`config.mk`:
```
export PLATFORM = sky130hd
export DESIGN_NAME = ddr3_traffic_gen
export DESIGN_NICKNAME = d
export VERILOG_FILES = /design/src/rtl/ddr3_tg_pkg.sv /design/src/rtl/ddr3_tg_watchdog.sv /design/src/rtl/ddr3_traffic_gen.sv
export SDC_FILE = /design/constraint.sdc
export NUM_CORES = 1
export LEC_CHECK = 0
export BUFFER_PORTS_ARGS = -buffer_cell sky130_fd_sc_hd__buf_2
export CAP_MARGIN = 20
export CORE_MARGIN = 5
export CORE_UTILIZATION = 47
export DETAILED_ROUTE_END_ITERATION = 16
export GPL_TIMING_DRIVEN = 0
export PLACE_DENSITY_LB_ADDON = 0.05
export SLEW_MARGIN = 25
export SYNTH_ARGS = -nofsm -noshare
export SYNTH_HDL_FRONTEND = slang
export SYNTH_SLANG_ARGS = --single-unit
```
`constraint.sdc`:
```
create_clock -name clk -period 2.8 [get_ports clk]
set_clock_uncertainty 0.05 [all_clocks]
set_input_delay 0.7 -clock clk [delete_from_list [all_inputs] [get_ports clk]]
set_output_delay 0.7 -clock clk [all_outputs]
set_load 0.005 [all_outputs]
```
`src/rtl/ddr3_tg_pkg.sv`:
```
// ddr3_tg_pkg: shared types, constants and the data-pattern helper for the
// DDR3 traffic generator (ddr3_traffic_gen and ddr3_tg_watchdog).
package ddr3_tg_pkg;

    localparam logic [3:0] CMD_READ  = 4'b0001;
    localparam logic [3:0] CMD_WRITE = 4'b0010;
    localparam int         BEATS_PER_CMD = 2;

    typedef enum logic [2:0] {
        ST_IDLE,
        ST_WAIT_INIT,
        ST_WR_CMD,
        ST_WR_DATA,
        ST_RD_CMD,
        ST_RD_WAIT,
        ST_DONE
    } tg_state_e;

    // Beat pattern: low word is the complement of the high word, so every data
    // bit toggles across the two halves of the 64-bit beat.
    function automatic logic [63:0] tg_pattern(input logic [31:0] seed,
                                               input logic [25:0] a,
                                               input logic        b);
        logic [31:0] w;
        w = seed ^ {5'b0, a, b};
        return {w, ~w};
    endfunction

endpackage

```
`src/rtl/ddr3_tg_watchdog.sv`:
```
// ddr3_tg_watchdog: free-running cycle counter that flags expire once it has
// counted TIMEOUT-1 cycles since the last clear.
//   clk    in  clock
//   rstn   in  synchronous active-low reset
//   clr    in  restart the count from zero
//   expire out counter reached TIMEOUT-1 (holds until cleared)
module ddr3_tg_watchdog #(
    parameter int TIMEOUT = 1024
) (
    input  logic clk,
    input  logic rstn,
    input  logic clr,
    output logic expire
);
    localparam int CW = $clog2(TIMEOUT + 1);

    logic [CW-1:0] cnt_q, cnt_d;

    assign expire = (cnt_q == CW'(TIMEOUT - 1));

    always_comb begin
        cnt_d = cnt_q;
        if (clr)
            cnt_d = '0;
        else if (!expire)
            cnt_d = cnt_q + CW'(1);
    end

    always_ff @(posedge clk) begin
        if (!rstn) cnt_q <= '0;
        else       cnt_q <= cnt_d;
    end
endmodule

```
`src/rtl/ddr3_traffic_gen.sv`:
```
// ddr3_traffic_gen: write pass then read-back-and-compare pass over
// NUM_CMDS BL8 commands starting at BASE_ADDR, on the controller local bus.
//   start/init_done          run control from top level / controller
//   cmd, cmd_valid, cmd_rdy, addr, cmd_burst_cnt, ofly_burst_len   command bus
//   write_data, data_mask, datain_rdy                              write bus
//   read_data, read_data_valid                                     read bus
//   busy, done, pass, err_count, first_err_addr, timeout           status
module ddr3_traffic_gen
    import ddr3_tg_pkg::*;
#(
    parameter int          NUM_CMDS  = 256,
    parameter logic [25:0] BASE_ADDR = 26'd0,
    parameter logic [31:0] SEED      = 32'hA5C3_0F1E,
    parameter int          TIMEOUT   = 1024
) (
    input  logic        clk,
    input  logic        rstn,
    input  logic        start,
    input  logic        init_done,
    output logic [3:0]  cmd,
    output logic        cmd_valid,
    input  logic        cmd_rdy,
    output logic [25:0] addr,
    output logic [4:0]  cmd_burst_cnt,
    output logic        ofly_burst_len,
    output logic [63:0] write_data,
    output logic [7:0]  data_mask,
    input  logic        datain_rdy,
    input  logic [63:0] read_data,
    input  logic        read_data_valid,
    output logic        busy,
    output logic        done,
    output logic        pass,
    output logic [15:0] err_count,
    output logic [25:0] first_err_addr,
    output logic        timeout
);
    localparam int         IW       = 22;
    localparam logic       LAST_BEAT = 1'(BEATS_PER_CMD - 1);

    tg_state_e     state_q, state_d;
    logic [3:0]    cmd_q, cmd_d;
    logic          cmd_valid_q, cmd_valid_d;
    logic [25:0]   addr_q, addr_d;
    logic [63:0]   write_data_q, write_data_d;
    logic          beat_q, beat_d;
    logic [IW-1:0] idx_q, idx_d;
    logic          busy_q, busy_d, done_q, done_d, pass_q, pass_d, timeout_q, timeout_d;
    logic [15:0]   err_q, err_d;
    logic [25:0]   fea_q, fea_d;
    logic          wd_clr, wd_expire, active, last_cmd;

    assign active   = (state_q == ST_WR_CMD) || (state_q == ST_WR_DATA) ||
                      (state_q == ST_RD_CMD) || (state_q == ST_RD_WAIT);
    assign last_cmd = (idx_q == IW'(NUM_CMDS - 1));

    ddr3_tg_watchdog #(.TIMEOUT(TIMEOUT)) u_wd (
        .clk    (clk),
        .rstn   (rstn),
        .clr    (wd_clr),
        .expire (wd_expire)
    );

    always_comb begin
        state_d      = state_q;
        cmd_d        = cmd_q;
        cmd_valid_d  = cmd_valid_q;
        addr_d       = addr_q;
        write_data_d = write_data_q;
        beat_d       = beat_q;
        idx_d        = idx_q;
        busy_d       = busy_q;
        done_d       = done_q;
        pass_d       = pass_q;
        timeout_d    = timeout_q;
        err_d        = err_q;
        fea_d        = fea_q;
        wd_clr       = 1'b0;

        case (state_q)
            ST_IDLE: if (start) begin
                done_d = 1'b0; pass_d = 1'b0; timeout_d = 1'b0;
                err_d = '0; fea_d = '0; busy_d = 1'b1;
                addr_d = BASE_ADDR; idx_d = '0; beat_d = 1'b0;
                state_d = ST_WAIT_INIT;
            end
            ST_WAIT_INIT: if (init_done) begin
                cmd_valid_d = 1'b1; cmd_d = CMD_WRITE; state_d = ST_WR_CMD;
            end
            ST_WR_CMD: if (cmd_rdy) begin
                cmd_valid_d = 1'b0; beat_d = 1'b0;
                write_data_d = tg_pattern(SEED, addr_q, 1'b0);
                state_d = ST_WR_DATA; wd_clr = 1'b1;
            end
            ST_WR_DATA: if (datain_rdy) begin
                wd_clr = 1'b1;
                if (beat_q == LAST_BEAT) begin
                    beat_d = 1'b0; cmd_valid_d = 1'b1;
                    if (last_cmd) begin
                        idx_d = '0; addr_d = BASE_ADDR; cmd_d = CMD_READ; state_d = ST_RD_CMD;
                    end else begin
                        idx_d = idx_q + IW'(1); addr_d = addr_q + 26'd8;
                        cmd_d = CMD_WRITE; state_d = ST_WR_CMD;
                    end
                end else begin
                    beat_d = 1'b1;
                    write_data_d = tg_pattern(SEED, addr_q, 1'b1);
                end
            end
            ST_RD_CMD: if (cmd_rdy) begin
                cmd_valid_d = 1'b0; beat_d = 1'b0; state_d = ST_RD_WAIT; wd_clr = 1'b1;
            end
            ST_RD_WAIT: if (read_data_valid) begin
                wd_clr = 1'b1;
                if (read_data != tg_pattern(SEED, addr_q, beat_q)) begin
                    if (err_q != 16'hFFFF) err_d = err_q + 16'd1;
                    // err_count never returns to zero inside a run, so zero
                    // marks the first mismatch.
                    if (err_q == 16'd0) fea_d = addr_q;
                end
                if (beat_q == LAST_BEAT) begin
                    beat_d = 1'b0;
                    if (last_cmd) begin
                        state_d = ST_DONE;
                    end else begin
                        idx_d = idx_q + IW'(1); addr_d = addr_q + 26'd8;
                        cmd_valid_d = 1'b1; cmd_d = CMD_READ; state_d = ST_RD_CMD;
                    end
                end else begin
                    beat_d = 1'b1;
                end
            end
            ST_DONE: if (start) state_d = ST_IDLE;
            default: state_d = ST_IDLE;
        endcase

        // Abort overrides the normal transition; a mismatch in the same cycle
        // has already been counted above.
        if (active && (wd_expire || !init_done)) begin
            timeout_d = 1'b1; cmd_valid_d = 1'b0; state_d = ST_DONE;
        end

        if (state_d == ST_DONE && state_q != ST_DONE) begin
            busy_d = 1'b0; done_d = 1'b1;
            pass_d = (err_d == 16'd0) && !timeout_d;
        end

        if (state_d != state_q || !active) wd_clr = 1'b1;
    end

    always_ff @(posedge clk) begin
        if (!rstn) begin
            state_q <= ST_IDLE;      cmd_q <= '0;       cmd_valid_q <= 1'b0;
            addr_q <= BASE_ADDR;     write_data_q <= '0; beat_q <= 1'b0;
            idx_q <= '0;             busy_q <= 1'b0;    done_q <= 1'b0;
            pass_q <= 1'b0;          timeout_q <= 1'b0; err_q <= '0;
            fea_q <= '0;
        end else begin
            state_q <= state_d;      cmd_q <= cmd_d;    cmd_valid_q <= cmd_valid_d;
            addr_q <= addr_d;        write_data_q <= write_data_d; beat_q <= beat_d;
            idx_q <= idx_d;          busy_q <= busy_d;  done_q <= done_d;
            pass_q <= pass_d;        timeout_q <= timeout_d; err_q <= err_d;
            fea_q <= fea_d;
        end
    end

    assign cmd            = cmd_q;
    assign cmd_valid      = cmd_valid_q;
    assign addr           = addr_q;
    assign write_data     = write_data_q;
    assign cmd_burst_cnt  = 5'd1;
    assign ofly_burst_len = 1'b0;
    assign data_mask      = 8'h00;
    assign busy           = busy_q;
    assign done           = done_q;
    assign pass           = pass_q;
    assign err_count      = err_q;
    assign first_err_addr = fea_q;
    assign timeout        = timeout_q;
endmodule

```
# Word-level counts from Yosys, hierarchy flattened
# Index checks and enable logic that the tools add are counted.
dict set report totals {
  wordCells 156
  inputBits 71
  latchBits 0
  mem_count 0
  ram_bits 0
  output_inout_bits 155
  reg_bits 178
  mem_bits_ro 0
}
dict set report classes {
  shifts 0
  muxes 74
  n_reduce_logical 34
  add_sub_neg 4
  bitwise 5
  n_eq_ne 25
  magnitude_cmp 0
  div_mod_pow 0
  mul 0
}
# cell n
set op_table {}
lappend op_table {{$mux W26} 10}
lappend op_table {{$mux W64} 3}
lappend op_table {{$mux W22} 7}
lappend op_table {{$pmux W64 S2} 1}
lappend op_table {{$not A32 Y32} 3}
lappend op_table {{$pmux W26 S3} 1}
lappend op_table {{$pmux W22 S3} 1}
lappend op_table {{$mux W16} 4}
lappend op_table {{$ne A64 B64 Y1} 1}
lappend op_table {{$pmux W26 S2} 1}
lappend op_table {{$mux W3} 11}
lappend op_table {{$logic_not A16 Y1} 2}
lappend op_table {{$pmux W16 S2} 1}
lappend op_table {{$add A26 B4 Y26 const B} 1}
lappend op_table {{$mux W4} 6}
lappend op_table {{$add A22 B1 Y22 const B} 1}
lappend op_table {{$eq A22 B8 Y1 const B} 1}
lappend op_table {{$mux W1} 21}
lappend op_table {{$pmux W3 S7} 1}
lappend op_table {{$ne A2 B2 Y1 const B} 9}
lappend op_table {{$add A16 B1 Y16 const B} 1}
lappend op_table {{$ne A16 B16 Y1 const B} 1}
lappend op_table {{$not A14 Y16} 1}
lappend op_table {{$reduce_and A7 Y1} 2}
lappend op_table {{25 further kinds} 51}

# Depth between registers and ports, before layout
dict set report logic_depth {
  ltp_word 10
  depth_mapped 12
  depth_no_buf 10
}

# Cells and area by module
# A second synthesis with hierarchy kept.
dict set report unflattened {
  cells_unflattened 995
  hier_area_um2 7986.4
}
# mod seq_area_each_um2 instances area_per_inst_um2 cells_each
set modules_own_cells {}
lappend modules_own_cells {ddr3_traffic_gen 2902.8 1 7417.1 930}
lappend modules_own_cells {ddr3_tg_watchdog 220.2 1 569.3 65}

# Worst setup path before layout
# OpenSTA, ideal clock, no wires.
dict set report synth_timing {
  path_type {input port to flip-flop}
  start {input read_data[1]}
  end {register pass_q (netlist: pass)}
  arrival_ns 2.730
  path_stages 10
  required_time_ns 2.666
  setup_time_ns 0.084
  slack_ns -0.064
  n_path_buf 1
  path_cell_list {nor4b_1 nand4_1 nor4_1 nand4_2 buf_2 a21oi_1 a211oi_1 a2111oi_0 nand4_1 o31ai_2}
}
dict set report synth_via {
  elab_chain_len 7
}
# item line_no
set synth_rtl {}
lappend synth_rtl {{from (decl)} ddr3_traffic_gen.sv:29} ;# input logic [63:0] read_data,
lappend synth_rtl {{$ne A64 B64 Y1} ddr3_traffic_gen.sv:115} ;# if (read_data != tg_pattern(SEED, addr_q, beat_q)) begin
lappend synth_rtl {{$mux W16} ddr3_traffic_gen.sv:115}
lappend synth_rtl {{$mux W16} ddr3_traffic_gen.sv:113} ;# ST_RD_WAIT: if (read_data_valid) begin
lappend synth_rtl {{$pmux W16 S2} ddr3_traffic_gen.sv:80} ;# case (state_q)
lappend synth_rtl {{$logic_not A16 Y1} ddr3_traffic_gen.sv:145} ;# pass_d = (err_d == 16'd0) && !timeout_d;
lappend synth_rtl {{$logic_and A1 B1 Y1} ddr3_traffic_gen.sv:145}
lappend synth_rtl {{$mux W1} ddr3_traffic_gen.sv:143} ;# if (state_d == ST_DONE && state_q != ST_DONE) begin
lappend synth_rtl {{to (signal assigned)} ddr3_traffic_gen.sv:162} ;# pass_q <= pass_d; timeout_q <= timeout_d; err_q <= err_d;
lappend synth_rtl {{to (decl)} ddr3_traffic_gen.sv:48} ;# logic busy_q, busy_d, done_q, done_d, pass_q, pass_d, timeout_q, timeout_d;
# Every way passes these cells.
# A chain may end at the register's enable or synchronous reset.

# Worst setup path after layout
dict set report layout_timing {
  start {register addr_q[22] (netlist: addr[22])}
  end {register pass_q (netlist: pass)}
}
dict set report layout_via {
  elab_chain_len 9
}
# item line_no
set layout_rtl {}
lappend layout_rtl {{from (decl)} ddr3_traffic_gen.sv:44} ;# logic [25:0] addr_q, addr_d;
lappend layout_rtl {{from (signal assigned)} ddr3_traffic_gen.sv:160} ;# addr_q <= addr_d; write_data_q <= write_data_d; beat_q <= beat_d;
lappend layout_rtl {{$not A14 Y16 (no source line) *} -}
lappend layout_rtl {{$not A32 Y32} ddr3_tg_pkg.sv:26} ;# return {w, ~w};
lappend layout_rtl {{$ne A64 B64 Y1 *} ddr3_traffic_gen.sv:115}
lappend layout_rtl {{$mux W16 *} ddr3_traffic_gen.sv:115}
lappend layout_rtl {{$mux W16 *} ddr3_traffic_gen.sv:113}
lappend layout_rtl {{$pmux W16 S2 *} ddr3_traffic_gen.sv:80}
lappend layout_rtl {{$logic_not A16 Y1 *} ddr3_traffic_gen.sv:145}
lappend layout_rtl {{$logic_and A1 B1 Y1 *} ddr3_traffic_gen.sv:145}
lappend layout_rtl {{$mux W1 *} ddr3_traffic_gen.sv:143}
# Every way passes the cells marked *; elsewhere a longest branch is shown, timed or not.

==> flow_metrics.env <==
export IMPL_coreArea_um2=16500
export IMPL_synth_top_family_by_area="simple AND/OR/NAND/NOR gates"
export IMPL_track_usage_pct=26.6
export IMPL_post_drt_via_cell_ratio=5.28
export IMPL_layout_common_cells="buf_2, dfxtp_1, nor2_1"
export IMPL_start_kind="register"
export IMPL_p_leak_nw=4.64
export IMPL_power_density_nw_per_um2=548
export IMPL_clk_latency_ns=0.43
export IMPL_met3WireLength_mm=1.72
export IMPL_cts_tree="built"
export IMPL_arrival_ns=3.13
export IMPL_overflow=0
export IMPL_syn_inst=981
export IMPL_clock_sinks=156
export IMPL_die_area_um2=19500
export IMPL_ys_ff_latch=156
export IMPL_wire_per_inst_um=17.9
export IMPL_ir_drop_mv=0.427
export IMPL_setup_ws_ns=-0.0305
export IMPL_combPwrFrac_pct=14.8
export IMPL_required_ns=3.10
export IMPL_path_cells="buf_2 -> xor2_1 -> nand4_1 -> nor3_1 -> nand4_4 -> buf_6 -> buf_6 -> a41oi_1 -> o21ba_2 -> nor2_1 -> nand4_1 -> o31ai_2"
export IMPL_cts_root_buf="clkbuf_16"
export IMPL_setup_viol=1
export IMPL_yosys_area_share_xor_xnor_pct=9.10
export IMPL_netSwitchingPower_w=0.00154
export IMPL_synthArstFlopShare_pct=0
export IMPL_grt_max_degree=17
export IMPL_period_share_pct=101
export IMPL_drt_pass1_iterations=6
export IMPL_slowest_stage="dfxtp_1"
export IMPL_topRoutingLayerUsed="met4"
export IMPL_synth_simple_area_share_pct=24.9
export IMPL_post_route_drc_count=0
export IMPL_vias=7755
export IMPL_ctsHoldBuffers=0
export IMPL_fp_dieH_um=140
export IMPL_fmax_mhz=353
export IMPL_layout_commonest_cell="buf_2"
export IMPL_period_minus_slack_ns=2.83
export IMPL_drive_gt1_share_pct=32.1
export IMPL_p_seq_share_pct=41.3
export IMPL_hp_class="register to register"
export IMPL_fill_cells=1529
export IMPL_switching_share_pct=27.2
export IMPL_ctsHtreeMaxLevel=4
export IMPL_layout_nets=1311
export IMPL_initial_core_util_pct=47.8
export IMPL_crit_path_end_kind="register"
export IMPL_synthMuxAreaShare_pct=0.777
export IMPL_yosysUniqueCellTypes=70
export IMPL_rsz0062_at_grt="yes"
export IMPL_antenna_found_initial=0
export IMPL_synth_fa_ha_area_share_pct=0.793
export IMPL_yosys_warnings=0
export IMPL_wirelength_mm=26.2
export IMPL_status="finished with violations"
export IMPL_max_stage_delay_ns=0.35
export IMPL_wl_met2_mm=12.8
export IMPL_reg2reg_slack_ns=-0.03
export IMPL_gp_congestion=0.926
export IMPL_place_inst=1423
export IMPL_violations="negative setup slack"
export IMPL_fin_cells=1468
export IMPL_ys_flop_type="dfxtp_1"
export IMPL_grt_first_pass_wirelength_mm=41.4
export IMPL_post_dp_hpwl_mm=19.5
export IMPL_synth_edf_count=0
export IMPL_syn_to_final_growth_pct=31.0
export IMPL_avgSynthCellArea_um2=8.04
export IMPL_relSlewSlack_pct=53.4
export IMPL_n_antenna_cell=0
export IMPL_maxSlewViolCount=0
export IMPL_p_clk_share_pct=43.9
export IMPL_clock_path_buffers=2
export IMPL_cap_violations=0
export IMPL_antenna_left=0
export IMPL_io_buffers=197
export IMPL_path_max_fanout=10
export IMPL_wl_met1_mm=11.0
export IMPL_tightest_slew_ns=0.700
export IMPL_ioPinCount=226
export IMPL_row_count=47
export IMPL_hold_violations=0
export IMPL_die_x_um=140
export IMPL_drt_iter0_markers=628
export IMPL_grt_pass1_vias=7430
export IMPL_synth_compound_area_share_pct=14.7
export IMPL_cts_buffers=17
export IMPL_path_clk_slew_ns=0.07
export IMPL_p_int_w=0.00413
export IMPL_ys_seq_area_share_pct=39.6
export IMPL_final_util_pct=62.6
export IMPL_syn_area_um2=7890
export IMPL_path_class="register to register"
-- synth_stat cells, types with 9 or more instances --
cell,count,area [µm²]
a21oi_1,75,375
a22oi_1,25,188
a31oi_1,9,56.3
and3_1,19,119
buf_2,29,145
buf_4,59,443
clkbuf_1,41,154
dfxtp_1,156,3120
inv_1,14,52.6
nand2_1,105,394
nand3_1,24,120
nand4_1,32,200
nor2_1,128,480
nor3_1,10,50.1
nor4_1,10,62.6
o21ai_0,33,165
or3_1,15,93.8
xnor2_1,32,280
xor2_1,50,438
-- cells by family after synthesis --
group,count (synthesis)
fa+ha+maj,5
buf+inv,143
compound gates,188
xor+xnor,82
simple gates,399
flops,156
other cells,2
mux,6
-- state kept, by name, indices dropped and copies added, names as in the netlist, 2 cells and up --
register / count
write_data: 49
u_wd.cnt_q: 11
state_q: 3
idx_q: 22
err_count: 16
cmd: 2
first_err_addr: 24
addr: 23
-- stage by stage --
stage	setup TNS (ns)	power, W	setup slack (ns)	instance area [µm²]	hold WS, ns
final	-0.0305	0.00567	-0.0305	10300	0.374
after global routing	-0.749	0.00589	-0.125	10300	0.404
after CTS	0	0.00567	0.000482	10200	0.377
after detailed placement	-53.05	0.00316	-0.883	9270	0.368
after global placement	-51.52	0.00316	-0.844	9270	0.371
after floorplan	0	0.00286	0.00607	8010	0.356
-- power by group through the flow --
stage	Sequential, W	Clock (W)	Combinational [W]
2_1_floorplan	0.00238	0	0.000482
3_3_place_gp	0.00238	0	0.000778
3_5_place_dp	0.00238	0	0.000773
4_1_cts	0.00234	0.00253	0.000805
5_1_grt	0.00235	0.00262	0.000924
6_report	0.00234	0.00249	0.000839
-- worst max-delay path: cells and delay by family (launching register included) --
kind | cells | cell delay (ns)
and+or+nand+nor | 5 | 0.97
xor gates and xnor gates | 1 | 0.17
AOI/OAI and AO/OA | 3 | 0.63
DFF | 1 | 0.35
buffers and inverters | 3 | 0.58
-- layout make-up --
| type | count | area (µm²) | share of cell area, % |
|---|---|---|---|
| tap | 220 | 275 | 2.66 |
| clock buffer | 17 | 425 | 4.12 |
| multi-input combinational | 707 | 4290 | 41.5 |
| buffer | 127 | 847 | 8.19 |
| clock inverter | 15 | 211 | 2.05 |
| sequential | 156 | 3130 | 30.3 |
| timing repair buffer | 212 | 1110 | 10.7 |
| inverter | 14 | 52.6 | 0.508 |
-- per-layer routing --
| layer | vias to the layer above | track usage (%) |
|---|---|---|
| li1 | 3807 | - |
| met1 | 3603 | 33.3 |
| met2 | 297 | 45.4 |
| met3 | 48 | 5.49 |
| met4 | 0 | 9.54 |
| met5 | - | 0 |
-- path summary, 6_finish.rpt --
path | from | end | depth (start not counted)
max reg2reg | addr[22] | pass | 12
min | u_wd.cnt_q[10] | u_wd.cnt_q[10] | 2
min reg2reg | u_wd.cnt_q[10] | u_wd.cnt_q[10] | 2
max | addr[22] | pass | 12
-- timing repair --
item,4_1_cts,5_1_grt
gates resized for setup,58,40
pin swaps,14,16
endpoints found under the setup margin,84,75
setup buffers,10,6
Power figures use the tool's default switching activity.
